`config.mk`:
```
export PLATFORM = sky130hd
export DESIGN_NAME = map_checkpoint_ctrl
export DESIGN_NICKNAME = d
export VERILOG_FILES = /design/src/rtl/map_checkpoint_ctrl.sv
export SDC_FILE = /design/constraint.sdc
export NUM_CORES = 2
export LEC_CHECK = 0
export ABC_CLOCK_PERIOD_IN_PS = 19300
export CORE_MARGIN = 2
export CORE_UTILIZATION = 56
export DETAILED_ROUTE_END_ITERATION = 16
export GPL_TIMING_DRIVEN = 0
export PLACE_DENSITY = 0.79
export SLEW_MARGIN = 10
export SYNTH_ARGS = -nofsm -noshare
export SYNTH_HDL_FRONTEND = slang
export SYNTH_SLANG_ARGS = --single-unit
```
`constraint.sdc`:
```
create_clock -name clock -period 19.3 [get_ports clock]
set_clock_uncertainty 0.1 [all_clocks]
set_input_delay 2.895 -clock clock [delete_from_list [all_inputs] [get_ports clock]]
set_output_delay 2.895 -clock clock [all_outputs]
set_load 0.1 [all_outputs]
```
`src/rtl/map_checkpoint_ctrl.sv`:
```
// Branch checkpoint controller: captures rename-map snapshots per branch, frees them in order,
// and replays the mispredicted branch's snapshot to the map table. Optional stats: CKPT_STATS_EN.
module map_checkpoint_ctrl #(
  parameter  int ARCH_REGS = 64,
  parameter  int PHYS_REGS = 128,
  parameter  int NUM_CKPT  = 4,
  localparam int PW        = $clog2(PHYS_REGS),
  localparam int TAG_W     = $clog2(NUM_CKPT),
  localparam int CNT_W     = $clog2(NUM_CKPT + 1)
) (
  input  logic                          clock,
  input  logic                          reset,
  input  logic [ARCH_REGS-1:0][PW-1:0]  map_snapshot_i,
  input  logic                          br_alloc_i,
  output logic                          br_ready_o,
  output logic [TAG_W-1:0]              br_tag_o,
  input  logic                          resolve_valid_i,
  input  logic [TAG_W-1:0]              resolve_tag_i,
  input  logic                          resolve_mispred_i,
  input  logic                          flush_i,
  output logic                          restore_valid_o,
  output logic [ARCH_REGS-1:0][PW-1:0]  restore_data_o,
  output logic [CNT_W-1:0]              count_o,
  output logic                          stall_o
`ifdef CKPT_STATS_EN
  ,
  output logic [31:0]                   mispred_count_o,
  output logic [31:0]                   full_stall_cycles_o
`endif
);

  // Pointers carry an extra wrap bit so full and empty are distinguishable.
  logic [TAG_W:0]                 head_reg, head_next;
  logic [TAG_W:0]                 tail_reg, tail_next;
  logic [NUM_CKPT-1:0]            valid_reg, valid_next;
  logic [NUM_CKPT-1:0]            resolved_reg, resolved_next;
  logic                           restore_valid_reg;
  logic [ARCH_REGS-1:0][PW-1:0]   restore_data_reg;
  logic [ARCH_REGS-1:0][PW-1:0]   snap_mem [NUM_CKPT];

  logic [TAG_W-1:0] head_idx;
  logic [TAG_W-1:0] tail_idx;
  logic [TAG_W-1:0] mis_dist;
  logic             full;
  logic             res_hit;
  logic             mispred;
  logic             resolve_ok;
  logic             retire;
  logic             alloc_fire;

  assign head_idx = head_reg[TAG_W-1:0];
  assign tail_idx = tail_reg[TAG_W-1:0];
  assign full     = (head_idx == tail_idx) && (head_reg[TAG_W] != tail_reg[TAG_W]);

  assign br_ready_o      = !full;
  assign br_tag_o        = tail_idx;
  assign count_o         = CNT_W'(tail_reg - head_reg);
  assign restore_valid_o = restore_valid_reg;
  assign restore_data_o  = restore_data_reg;
  assign stall_o         = full || restore_valid_reg;

  // Resolves to slots that are not live are dropped entirely.
  assign res_hit    = resolve_valid_i && valid_reg[resolve_tag_i];
  assign mispred    = res_hit && resolve_mispred_i && !flush_i;
  assign resolve_ok = res_hit && !resolve_mispred_i && !flush_i;
  assign mis_dist   = resolve_tag_i - head_idx;

  // Head may still retire under a mispredict as long as it is not the squashed slot itself.
  assign retire     = valid_reg[head_idx] && resolved_reg[head_idx] && !flush_i &&
                      !(mispred && (resolve_tag_i == head_idx));
  assign alloc_fire = br_alloc_i && !full && !flush_i && !mispred;

  generate
    for (genvar gi = 0; gi < NUM_CKPT; gi++) begin : g_slot
      logic [TAG_W-1:0] age;
      logic             squash;
      logic             set_alloc;

      // age = position of this slot relative to the oldest live checkpoint
      assign age       = TAG_W'(gi) - head_idx;
      assign squash    = (mispred && (age >= mis_dist)) ||
                         (retire && (head_idx == TAG_W'(gi)));
      assign set_alloc = alloc_fire && (tail_idx == TAG_W'(gi));

      assign valid_next[gi]    = !flush_i && (set_alloc || (valid_reg[gi] && !squash));
      assign resolved_next[gi] = !flush_i && !set_alloc && !squash &&
                                 (resolved_reg[gi] ||
                                  (resolve_ok && (resolve_tag_i == TAG_W'(gi))));
    end
  endgenerate

  always_comb begin
    head_next = head_reg;
    tail_next = tail_reg;
    if (flush_i) begin
      head_next = '0;
      tail_next = '0;
    end else begin
      if (retire) begin
        head_next = head_reg + (TAG_W + 1)'(1);
      end
      if (mispred) begin
        tail_next = head_reg + {1'b0, mis_dist};
      end else if (alloc_fire) begin
        tail_next = tail_reg + (TAG_W + 1)'(1);
      end
    end
  end

  always_ff @(posedge clock or posedge reset) begin
    if (reset) begin
      head_reg          <= '0;
      tail_reg          <= '0;
      valid_reg         <= '0;
      resolved_reg      <= '0;
      restore_valid_reg <= 1'b0;
    end else begin
      head_reg          <= head_next;
      tail_reg          <= tail_next;
      valid_reg         <= valid_next;
      resolved_reg      <= resolved_next;
      restore_valid_reg <= mispred;
    end
  end

  // Snapshot storage has no reset so it maps onto block RAM.
  always_ff @(posedge clock) begin
    if (alloc_fire) begin
      snap_mem[tail_idx] <= map_snapshot_i;
    end
  end

  // Registered read port; the restored mapping persists until the next mispredict.
  always_ff @(posedge clock or posedge reset) begin
    if (reset) begin
      restore_data_reg <= '0;
    end else if (mispred) begin
      restore_data_reg <= snap_mem[resolve_tag_i];
    end
  end

`ifdef CKPT_STATS_EN
  logic [31:0] mispred_count_reg;
  logic [31:0] full_stall_reg;

  always_ff @(posedge clock or posedge reset) begin
    if (reset) begin
      mispred_count_reg <= '0;
      full_stall_reg    <= '0;
    end else begin
      if (mispred && (mispred_count_reg != 32'hFFFF_FFFF)) begin
        mispred_count_reg <= mispred_count_reg + 32'd1;
      end
      if (br_alloc_i && full && (full_stall_reg != 32'hFFFF_FFFF)) begin
        full_stall_reg <= full_stall_reg + 32'd1;
      end
    end
  end

  assign mispred_count_o     = mispred_count_reg;
  assign full_stall_cycles_o = full_stall_reg;
`endif

endmodule

```
; Yosys cells after proc, flatten, opt, wreduce, memory -nomap -nowiden
; Memories as Yosys holds them, arrays and structs flattened. A register that Yosys moved wholly into a read port is not among the register bits.
; Cells that the tools add are included.
[totals]
reg_bits = 15
ram_bits = 1792
input_bits = 456
out_inout_bits = 456
wordCells = 126
mem_count = 1
[memory_table]
columns = name, depth, word_bits, read_ports, rd_clocked_by_memory_dff, write_ports, line
row1 = snap_mem, 4, 448, 1, 1, 1, 39  ; logic [ARCH_REGS-1:0][PW-1:0] snap_mem [NUM_CKPT];
[classes]
addsub = 9
n_lt_le_gt_ge = 6
n_eq_ne = 12
muxes = 13
reduce_logical = 80
[ops]
columns = cell, n
row1 = $logic_and 1x1->1, 49
row2 = $mux 3, 5
row3 = $logic_not 1->1, 13
row4 = $logic_or 1x1->1, 13
row5 = $eq 2x2->1 const B, 6
row6 = $ge 2x2->1, 4
row7 = $add 3x1->3 const B, 2
row8 = $bmux 1 s2, 3
row9 = $eq 2x1->1 const B, 3
row10 = $logic_not 2->1, 3
row11 = $lt 2x3->1 const B, 2
row12 = $mux 1, 5
row13 = $eq 2x2->1, 2
row14 = $sub 1x2->2 const A, 2
row15 = $sub 2x2->2 const A, 2
row16 = $add 3x2->3, 1
row17 = $reduce_bool 3->1, 1
row18 = $sub 3x3->3, 1
row19 = $reduce_bool 2->1, 1
row20 = $sub 2x2->2, 1
row21 = $ne 1x1->1, 1

; Longest topological paths before layout
[logic_depth]
word_depth = 14
depth_mapped = 13
mapped_depth_nobuf = 10

; Least setup slack after synthesis
; Ideal clock, no wire load.
[synth_path]
kind = input-to-reg
from = input port resolve_tag_i[1]
to = memory snap_mem[0][0] (netlist bit), enable pin
setup_ns = 0.871
t_arrival_ns = 13.811
required_ns = 18.329
path_slack_ns = 4.518
cell_stages = 5
n_path_buf = 1
path_cell_list = buf_4 mux2i_1 o22a_1 and3_1 and2_1
[synth_via]
elab_chain_cells = 9
[synth_rtl]
columns = item, line
row1 = start: declaration, 18  ; input logic [TAG_W-1:0] resolve_tag_i,
row2 = $bmux 1 s2, 63  ; assign res_hit = resolve_valid_i && valid_reg[resolve_tag_i];
row3 = $mux 1 (not written as such), 63
row4 = $logic_and 1x1->1, 63
row5 = $logic_and 1x1->1 (2 in a row), 64  ; assign mispred = res_hit && resolve_mispred_i && !flush_i;
row6 = $logic_not 1->1, 71  ; assign alloc_fire = br_alloc_i && !full && !flush_i && !mispred;
row7 = $logic_and 1x1->1, 71
row8 = $mux 1, 128  ; if (alloc_fire) begin
row9 = $mux 1 (not written as such), 129  ; snap_mem[tail_idx] <= map_snapshot_i;
row10 = end: declaration, 39
; Every way passes these cells. The select of a mux whose other input is x is not followed.

; Worst setup path in the final report
[layout_path]
from = register head_reg[1]
to = output port stall_o
[layout_via]
elab_chain_cells = 3
[layout_rtl]
columns = item, line
row1 = start: declaration, 33  ; logic [TAG_W:0] head_reg, head_next;
row2 = start signal: assignment, 118  ; head_reg <= head_next;
row3 = $eq 2x2->1, 53  ; assign full = (head_idx == tail_idx) && (head_reg[TAG_W] != tail_reg[TAG_W]);
row4 = $logic_and 1x1->1, 53
row5 = $logic_or 1x1->1, 60  ; assign stall_o = full || restore_valid_reg;
row6 = end: declaration, 24  ; output logic stall_o
; Every way passes these cells.

==> impl_metrics.csv <==
group,metric,value,unit
cts,post_cts_buffers,0,
detailed_routing,ant_nets,0,
timing,setup_tns,0,ns
synth,synth_area_leaders,"edfxtp_1 (65%), dfrtp_1 (14%), mux4_2 (12%)",
cts,cts_tree,"yes",
floorplan,initial_core_util,56.46,%
cts,hold_buffers,0,
synth,syn-num-nets,3912,
worst_setup_path,r2r_start,"head_reg[1]",
cells_and_area,post-route-cell-area,102400,um2
cts,clock_sinks,2255,
timing,fin_crit,6.724,ns
detailed_routing,routed_wl,198700,um
synth,yosysWarnings,0,
job,drv_cap,0,
worst_setup_path,crit_start,"head_reg[1]",
synth,avgSynthCellArea,23.97,um2
cells_and_area,top_register,"snap_mem",
detailed_routing,drt_iter0_drc,3114,
worst_setup_path,crit_type,"register to primary output",
power,max-vdd-ir-drop,145.3,uV
timing,finalCritPeriodShare,34.84,%
worst_setup_path,cp-endpoint,"stall_o",
detailed_routing,drt_pass1_iterations,5,
placed_design,place_area,94970,um2
grt,antenna_found_initial,69,
detailed_routing,drc,0,
cells_and_area,layout.nets,5076,
cts,cts_resized,0,
cts,cts_buffers,210,
cts,clock_latency,0.81,ns
placed_design,dp_hpwl,126500,um
synth,synth_flop_cell,"edfxtp_1",
min_path,min_path_type,"register to register",
worst_setup_path,rr_endpoint,"snap_mem[2][85]",
detailed_routing,vias_per_cell,5.924,
cts,clkTransAtPathRegs,0.06,ns
detailed_routing,wl_met1,71270,um
timing,setup_viol,0,
cells_and_area,final_util,70.16,%
cts,clock_path_buffers,3,
worst_setup_path,crit_arrival,3.73,ns
worst_setup_path,crit_path_end_kind,"primary output",
cells_and_area,synthToLayoutAreaGrowth,24.27,%
synth,syn_area,82380,um2
grt,grtUsageTotal,26.38,%
timing,slew_violations,0,
timing,rsz0062_at_grt,"false",
cts,htreeDepth,4,
timing,max_freq,0.1487,GHz
detailed_routing,route.met2.wl,100300,um
synth,syn_inst,3437,
synth,synth_top_cells_by_count,"edfxtp_1 (1792), dfrtp_1 (463), mux4_2 (448), mux2_2 (382), buf_2 (98)",
floorplan,die_area,150200,um2
power,power_leakage,35.70,nW
timing,tightestPinTransition,1.262,ns
floorplan,coreArea,145900,um2
synth,synth_area_leader_cell,"edfxtp_1",
placed_design,place_congestion,0.8153,
synth,synth.most_common_cell,"edfxtp_1",
timing,relSlewSlack,15.61,%
grt,grt_max_degree,97,
status,outcome,"finished clean",
worst_setup_path,required,16.31,ns
floorplan,die_x,387.6,um
synth,synth_seq_cells,2255,
detailed_routing,met3_length,18530,um
synth,synth_seq_area_share,79.38,%
floorplan,die_h,387.6,um
power,totalPowerFinal,0.01438,W
grt,grt_pass1_vias,42220,
timing,hold_violations,0,
cells_and_area,layout-drive-gt1-share,28.15,%
detailed_routing,routed-via-count,39980,
synth,async_flop_share,20.53,%
floorplan,io_pins,912,
cts,clock-root-buffer,"clkbuf_16",
worst_setup_path,r2r_cells,11,
synth,synth_cell_types,56,
worst_setup_path,cp-start-kind,"register",
detailed_routing,top_layer,"met5",
grt,grt_pass1_wl,287700,um
synth,synth_edf_count,1792,
floorplan,fp-row-count,140,
placed_design,port_buffers,911,
synth,yosysTopAreaCellShare,65.32,%
worst_setup_path,crit_fanout,10,
cells_and_area,largest_reg_flops,1792,
grt,grt.overflow.total,0,
power,powerDensity,140.5,nW/um2
detailed_routing,wl_per_cell,29.45,um
worst_setup_path,r2r_slack,14.20,ns
worst min-delay path by stage:
| stage | from | to | slack [ns] | depth (start not counted) |
|---|---|---|---|---|
| after floorplan | valid_reg[1] | valid_reg[1] | 0.44 | 2 |
| after global placement | restore_data_o[285] | restore_data_o[285] | 0.37 | 1 |
| after detailed placement | restore_data_o[264] | restore_data_o[264] | 0.37 | 1 |
| after CTS | restore_data_o[264] | restore_data_o[264] | 0.39 | 1 |
| after global routing | restore_data_o[277] | restore_data_o[277] | 0.40 | 1 |
| final | restore_data_o[264] | restore_data_o[264] | 0.38 | 1 |
kinds of logic after synthesis:
kind of cell	synth area share, %
flip-flops	79.38
multiplexers	18.44
buffers and inverters	1.142
AO/OA/AOI/OAI	0.3949
AND/OR/NAND/NOR	0.2673
adder cells (fa/ha/maj)	0.3159
XOR/XNOR	0.06228
area by class of cell:
class | instances | area [um2]
fill | 8362 | 43540
tap | 1917 | 2399
multi-input combinational | 1002 | 16050
buffer | 159 | 862.1
timing repair buffer | 952 | 10170
sequential | 2255 | 65400
clock inverter | 94 | 1119
inverter | 21 | 93.84
antenna | 43 | 107.6
clock buffer | 305 | 6177
per-layer routing:
metal | up-vias | global-route usage, %
met1 | 21220 | 32.65
met3 | 372 | 8.983
li1 | 16630 | -
met2 | 1704 | 42.88
met4 | 58 | 11.04
met5 | - | 0
metrics by stage:
| step | instances | hold slack (ns) | setup slack (ns) |
|---|---|---|---|
| after floorplan | 3437 | 0.4351 | 3.394 |
| after global routing | 6738 | 0.3962 | 12.36 |
| after CTS | 6705 | 0.3875 | 12.53 |
| final | 6748 | 0.3833 | 12.58 |
| after global placement | 6265 | 0.3658 | -6.342 |
| after detailed placement | 6306 | 0.3740 | 11.90 |
worst max-delay path: stages (launching register included):
cell,delay [ns]
dfrtp_1,0.66
inv_1,0.31
ha_1,0.40
nand3_1,0.26
nand2b_1,0.15
clkdlybuf4s50_1,1.16
placed cells by master (no fill, tap or decap), drive strengths merged, types with 2 or more instances in the layout:
cell / instances
dfrtp: 463
nand4bb: 2
nor2b: 5
nand2: 8
clkdlybuf4s50: 909
nand3: 3
mux4: 448
bufinv: 19
nand3b: 2
and2: 3
clkbuf: 340
buf: 167
inv: 28
a2bb2oi: 2
a41o: 2
a21oi: 2
clkinv: 59
nor4: 2
o21ai: 3
edfxtp: 1792
nor3: 4
a211oi: 2
nand2b: 2
clkinvlp: 9
ha: 16
diode: 43
fa: 3
o2bb2ai: 2
mux2i: 5
a2111oi: 4
o22ai: 2
a31oi: 5
a211o: 3
mux2: 448
o211ai: 3
xor2: 3
xnor2: 2
power by group:
part | total (W) | switching [W] | internal, W
registers | 0.00596 | 0.000236 | 0.00573
clock network | 0.00427 | 0.00178 | 0.00248
logic | 0.00415 | 0.00316 | 0.000992
total | 0.0144 | 0.00518 | 0.00920
Note: power is estimated with default switching activity, not from simulation.
